--- src/rtl/regfile.sv ---
// ============================================================================
// regfile : 32x32 register file, one synchronous write port, two
//           combinational read ports, r0 hardwired to zero.  Rev 1.0
// ============================================================================
`default_nettype none

module decode5to32 (
  input  logic [4:0]  sel,
  output logic [31:0] onehot
);
  assign onehot = 32'b1 << sel;
endmodule

module regfile (
  input  logic        clock,
  input  logic        ctrl_reset,
  input  logic        ctrl_writeEnable,
  input  logic [4:0]  ctrl_writeReg,
  input  logic [31:0] data_writeReg,
  input  logic [4:0]  ctrl_readRegA,
  input  logic [4:0]  ctrl_readRegB,
  output logic [31:0] data_readRegA,
  output logic [31:0] data_readRegB
);

  logic [31:0] wr_dec;
  logic [31:0] rda_dec;
  logic [31:0] rdb_dec;
  logic [31:0] load_en;
  logic [31:0] reg_val [32];
  logic        unused_wr0;

  decode5to32 u_dec_wr (.sel(ctrl_writeReg), .onehot(wr_dec));
  decode5to32 u_dec_ra (.sel(ctrl_readRegA), .onehot(rda_dec));
  decode5to32 u_dec_rb (.sel(ctrl_readRegB), .onehot(rdb_dec));

  assign load_en    = wr_dec & {32{ctrl_writeEnable}};
  // r0 has no storage, so its load enable goes nowhere and writes vanish
  assign unused_wr0 = load_en[0];
  assign reg_val[0] = 32'h0;

  for (genvar i = 1; i < 32; i++) begin : g_reg
    logic [31:0] reg_d;
    logic [31:0] reg_q;

    always_comb begin
      reg_d = reg_q;
      if (load_en[i]) reg_d = data_writeReg;
    end

    always_ff @(posedge clock or posedge ctrl_reset) begin
      if (ctrl_reset) reg_q <= 32'h0;
      else            reg_q <= reg_d;
    end

    assign reg_val[i] = reg_q;
  end

  // One-hot AND-OR select: same behaviour as one enabled tristate bank per
  // port (exactly one driver active, never Z) without internal bidirectional nets.
  always_comb begin
    data_readRegA = 32'h0;
    data_readRegB = 32'h0;
    for (int k = 0; k < 32; k++) begin
      data_readRegA = data_readRegA | (reg_val[k] & {32{rda_dec[k]}});
      data_readRegB = data_readRegB | (reg_val[k] & {32{rdb_dec[k]}});
    end
  end

endmodule

`default_nettype wire

--- config.mk ---
export PLATFORM = sky130hd
export DESIGN_NAME = regfile
export DESIGN_NICKNAME = d
export VERILOG_FILES = /design/src/rtl/regfile.sv
export SDC_FILE = /design/constraint.sdc
export NUM_CORES = 2
export LEC_CHECK = 0
export ABC_AREA = 1
export CAP_MARGIN = 20
export CORE_MARGIN = 2
export CORE_UTILIZATION = 45
export CTS_BUF_LIST = sky130_fd_sc_hd__clkbuf_8 sky130_fd_sc_hd__clkbuf_16
export DETAILED_ROUTE_END_ITERATION = 16
export GPL_TIMING_DRIVEN = 0
export SYNTH_ARGS = -nofsm -noshare
export SYNTH_HDL_FRONTEND = slang
export SYNTH_HIERARCHICAL = 1
export SYNTH_SLANG_ARGS = --single-unit
--- constraint.sdc ---
create_clock -name clock -period 82.6 [get_ports clock]
set_input_delay 20.65 -clock clock [delete_from_list [all_inputs] [get_ports clock]]
set_output_delay 20.65 -clock clock [all_outputs]
set_load 0.05 [all_outputs]
==> reports/results.tsv <==
stage	metric	value	unit
job	Max Cap Viol	0	
timing	setup_tns	0	ns
synth	Syn Inst Count	7666	
cells_and_area	share of cells above drive strength 1	5.12	%
worst_setup_path	worst path arrival time	24.58	ns
timing	Max Fclk	22.1	MHz
global_route	first-pass GRT wire length	307000	um
cells_and_area	Reg with most FFs	g.reg_q	
timing	RSZ-0062 raised after global routing	false	
route	routed wire length	209000	um
die	Rows	124	
worst_setup_path	Max FO, Critical Path	10	
timing	Fin Clk Skew	0	ns
cells_and_area	Syn-to-layout area delta	13.8	%
die	Core Area	114000	um^2
pwr	Pwr per Cell Area	23.6	nW/um^2
route	first-iteration detailed-routing DRC count	5684	
worst_hold_path	hold path startpoint	g_reg[3].reg_q[19]$_DFFE_PP0P_	
clock_network	CTS root buf	clkbuf_16	
route	TritonRoute pass-1 iters	6	
placed_design	post-detail-place hpwl	164000	um
cells_and_area	fillers	11500	
timing	setup violators final	0	
synth	Mapped Avg Cell Area	6.75	um^2
global_route	global route overflow	0	
worst_setup_path	Reg2Reg Launch Point	g_reg[1].reg_q[23]$_DFFE_PP0P_	
pwr	total power	0.00139	W
global_route	initial antenna violation count	5	
worst_setup_path	CP startpoint kind	input port	
clock_network	clock latency on the worst-skew pair	0.73	ns
route	vias	51500	
synth	Synth Warn #	6	
route	Max Used Layer	met5	
route	wire length on met2	93100	um
route	post-route met1 wirelength	87300	um
timing	Slew Viols, Final	0	
synth	Syn Nets	7716	
clock_network	Reg clk slew, reported paths	0.06	ns
route	WL met3	15900	um
global_route	pin count of the biggest net entering global routing	125	
synth	Mapped Area	51800	um^2
route	Detail Route Antenna Nets	0	
route	DR DRC count	0	
die	Die H	343	um
route	Via density	5.42	
placed_design	Routability Congestion	0.999	
clock_network	htree depth	3	
timing	Slew @ Worst Pin	0.957	ns
die	starting density of the core	45.3	%
pwr	peak supply drop	0.0187	mV
clock_network	Post-CTS Setup Inserts	0	
clock_network	CTS tree	yes	
cells_and_area	biggest regs	g.reg_q: 992 flops	
clock_network	clock sinks	992	
cells_and_area	fin nets	7945	
timing	Tcrit/Tclk final	54.8	%
clock_network	cts hold-fix bufs	0	
clock_network	CTS buffer count	117	
die	die width	343	um
worst_setup_path	crit path from	ctrl_readRegB[3]	
pwr	Lkg Pwr	31.7	nW
clock_network	CTS max path bufs	3	
die	die outline area	118000	um^2
worst_setup_path	CP Capture Type	primary output	
worst_setup_path	CP Class	input port to primary output	
timing	Rel. slew slack	35.7	%
route	Wirelength per Cell	22.0	um
die	I/O pins	114	
timing	Fin. Hold Viols	0	
cells_and_area	Largest register FFs	992	
global_route	vias in the first global route	47700	
global_route	GRT Util Overall	35.3	%
status	status	finished clean	
worst_setup_path	CP required	61.95	ns
worst_hold_path	Worst Hold Class	flop to flop	
timing	Period minus WS final	45.23	ns
clock_network	post-CTS sizing	0	
placed_design	port bufs	100	
worst paths after layout:
kind | to | slack (ns) | cells past startpoint
setup / recovery | data_readRegB[31] | 37.37 | 12
hold / removal | g_reg[3].reg_q[19]$_DFFE_PP0P_ | 0.51 | 2
setup reg to reg | g_reg[1].reg_q[23]$_DFFE_PP0P_ | 81.84 | 2
hold reg to reg | g_reg[3].reg_q[19]$_DFFE_PP0P_ | 0.51 | 2
max in group asynchronous | g_reg[7].reg_q[23]$_DFFE_PP0P_ | 59.53 | 6
min in group asynchronous | g_reg[10].reg_q[2]$_DFFE_PP0P_ | 20.44 | 2
routing by layer:
layer  global-route usage, %  vias to the layer above
met2                    54.8                     2126
li1                        -                    24200
met1                    48.1                    24800
met5                       0                        -
met4                    18.0                        4
met3                    5.55                      467
worst max-delay path: stages:
cell and delay (ns):
clkdlybuf4s50_1 0.53, inv_2 0.17, nand4_1 0.25, nor2_1 0.61
clkbuf_1 0.71, nand2_1 0.11, nand2_1 0.10, nor2_1 0.06
nand2_1 0.12, nor2_1 0.08, nand2_1 0.28, clkdlybuf4s50_1 0.88
power by group:
group	leakage [nW]	switching (W)	internal (W)
registers	12.9	0.0000734	0.000577
clock network	2.08	0.000220	0.000318
logic	16.7	0.000136	0.0000665
total	31.7	0.000429	0.000961
area by class of cell:
| type | count | area (um^2) | area share, % |
|---|---|---|---|
| Clock inverter | 66 | 592 | 1.01 |
| Clock buffer | 150 | 3390 | 5.76 |
| Inverter | 112 | 450 | 0.765 |
| Sequential cell | 992 | 24800 | 42.2 |
| Buffer | 493 | 2100 | 3.56 |
| Timing Repair Buffer | 110 | 1240 | 2.10 |
| Tap cell | 1512 | 1890 | 3.21 |
| Antenna cell | 1 | 2.50 | 0.00425 |
| Multi-Input combinational cell | 6069 | 24400 | 41.4 |
layout by cell type, fill, tap and decap left out, drive strengths merged:
cell,instances
clkinv,25
clkbuf,508
nand3,36
nor2,730
bufinv,10
inv,141
nand4,12
clkdlybuf4s50,100
dfrtp,992
nand2,4287
clkinvlp,2
diode,1
nor3,12
o21ai,992
buf,145
metrics by stage:
stage | setup slack, ns | std cells | utilization [%] | cell area [um^2] | hold slack [ns]
3_5_place_dp | 37.50 | 9288 | 48.1 | 54900 | 0.494
2_1_floorplan | 34.04 | 7666 | - | 51800 | 0.474
6_report | 37.37 | 9505 | 51.6 | 58900 | 0.508
5_1_grt | 37.37 | 9504 | 51.6 | 58900 | 0.524
3_3_place_gp | 21.19 | 9278 | 47.9 | 54700 | 0.487
4_1_cts | 37.50 | 9504 | 51.6 | 58900 | 0.509
Power figures use the tool's default switching activity.
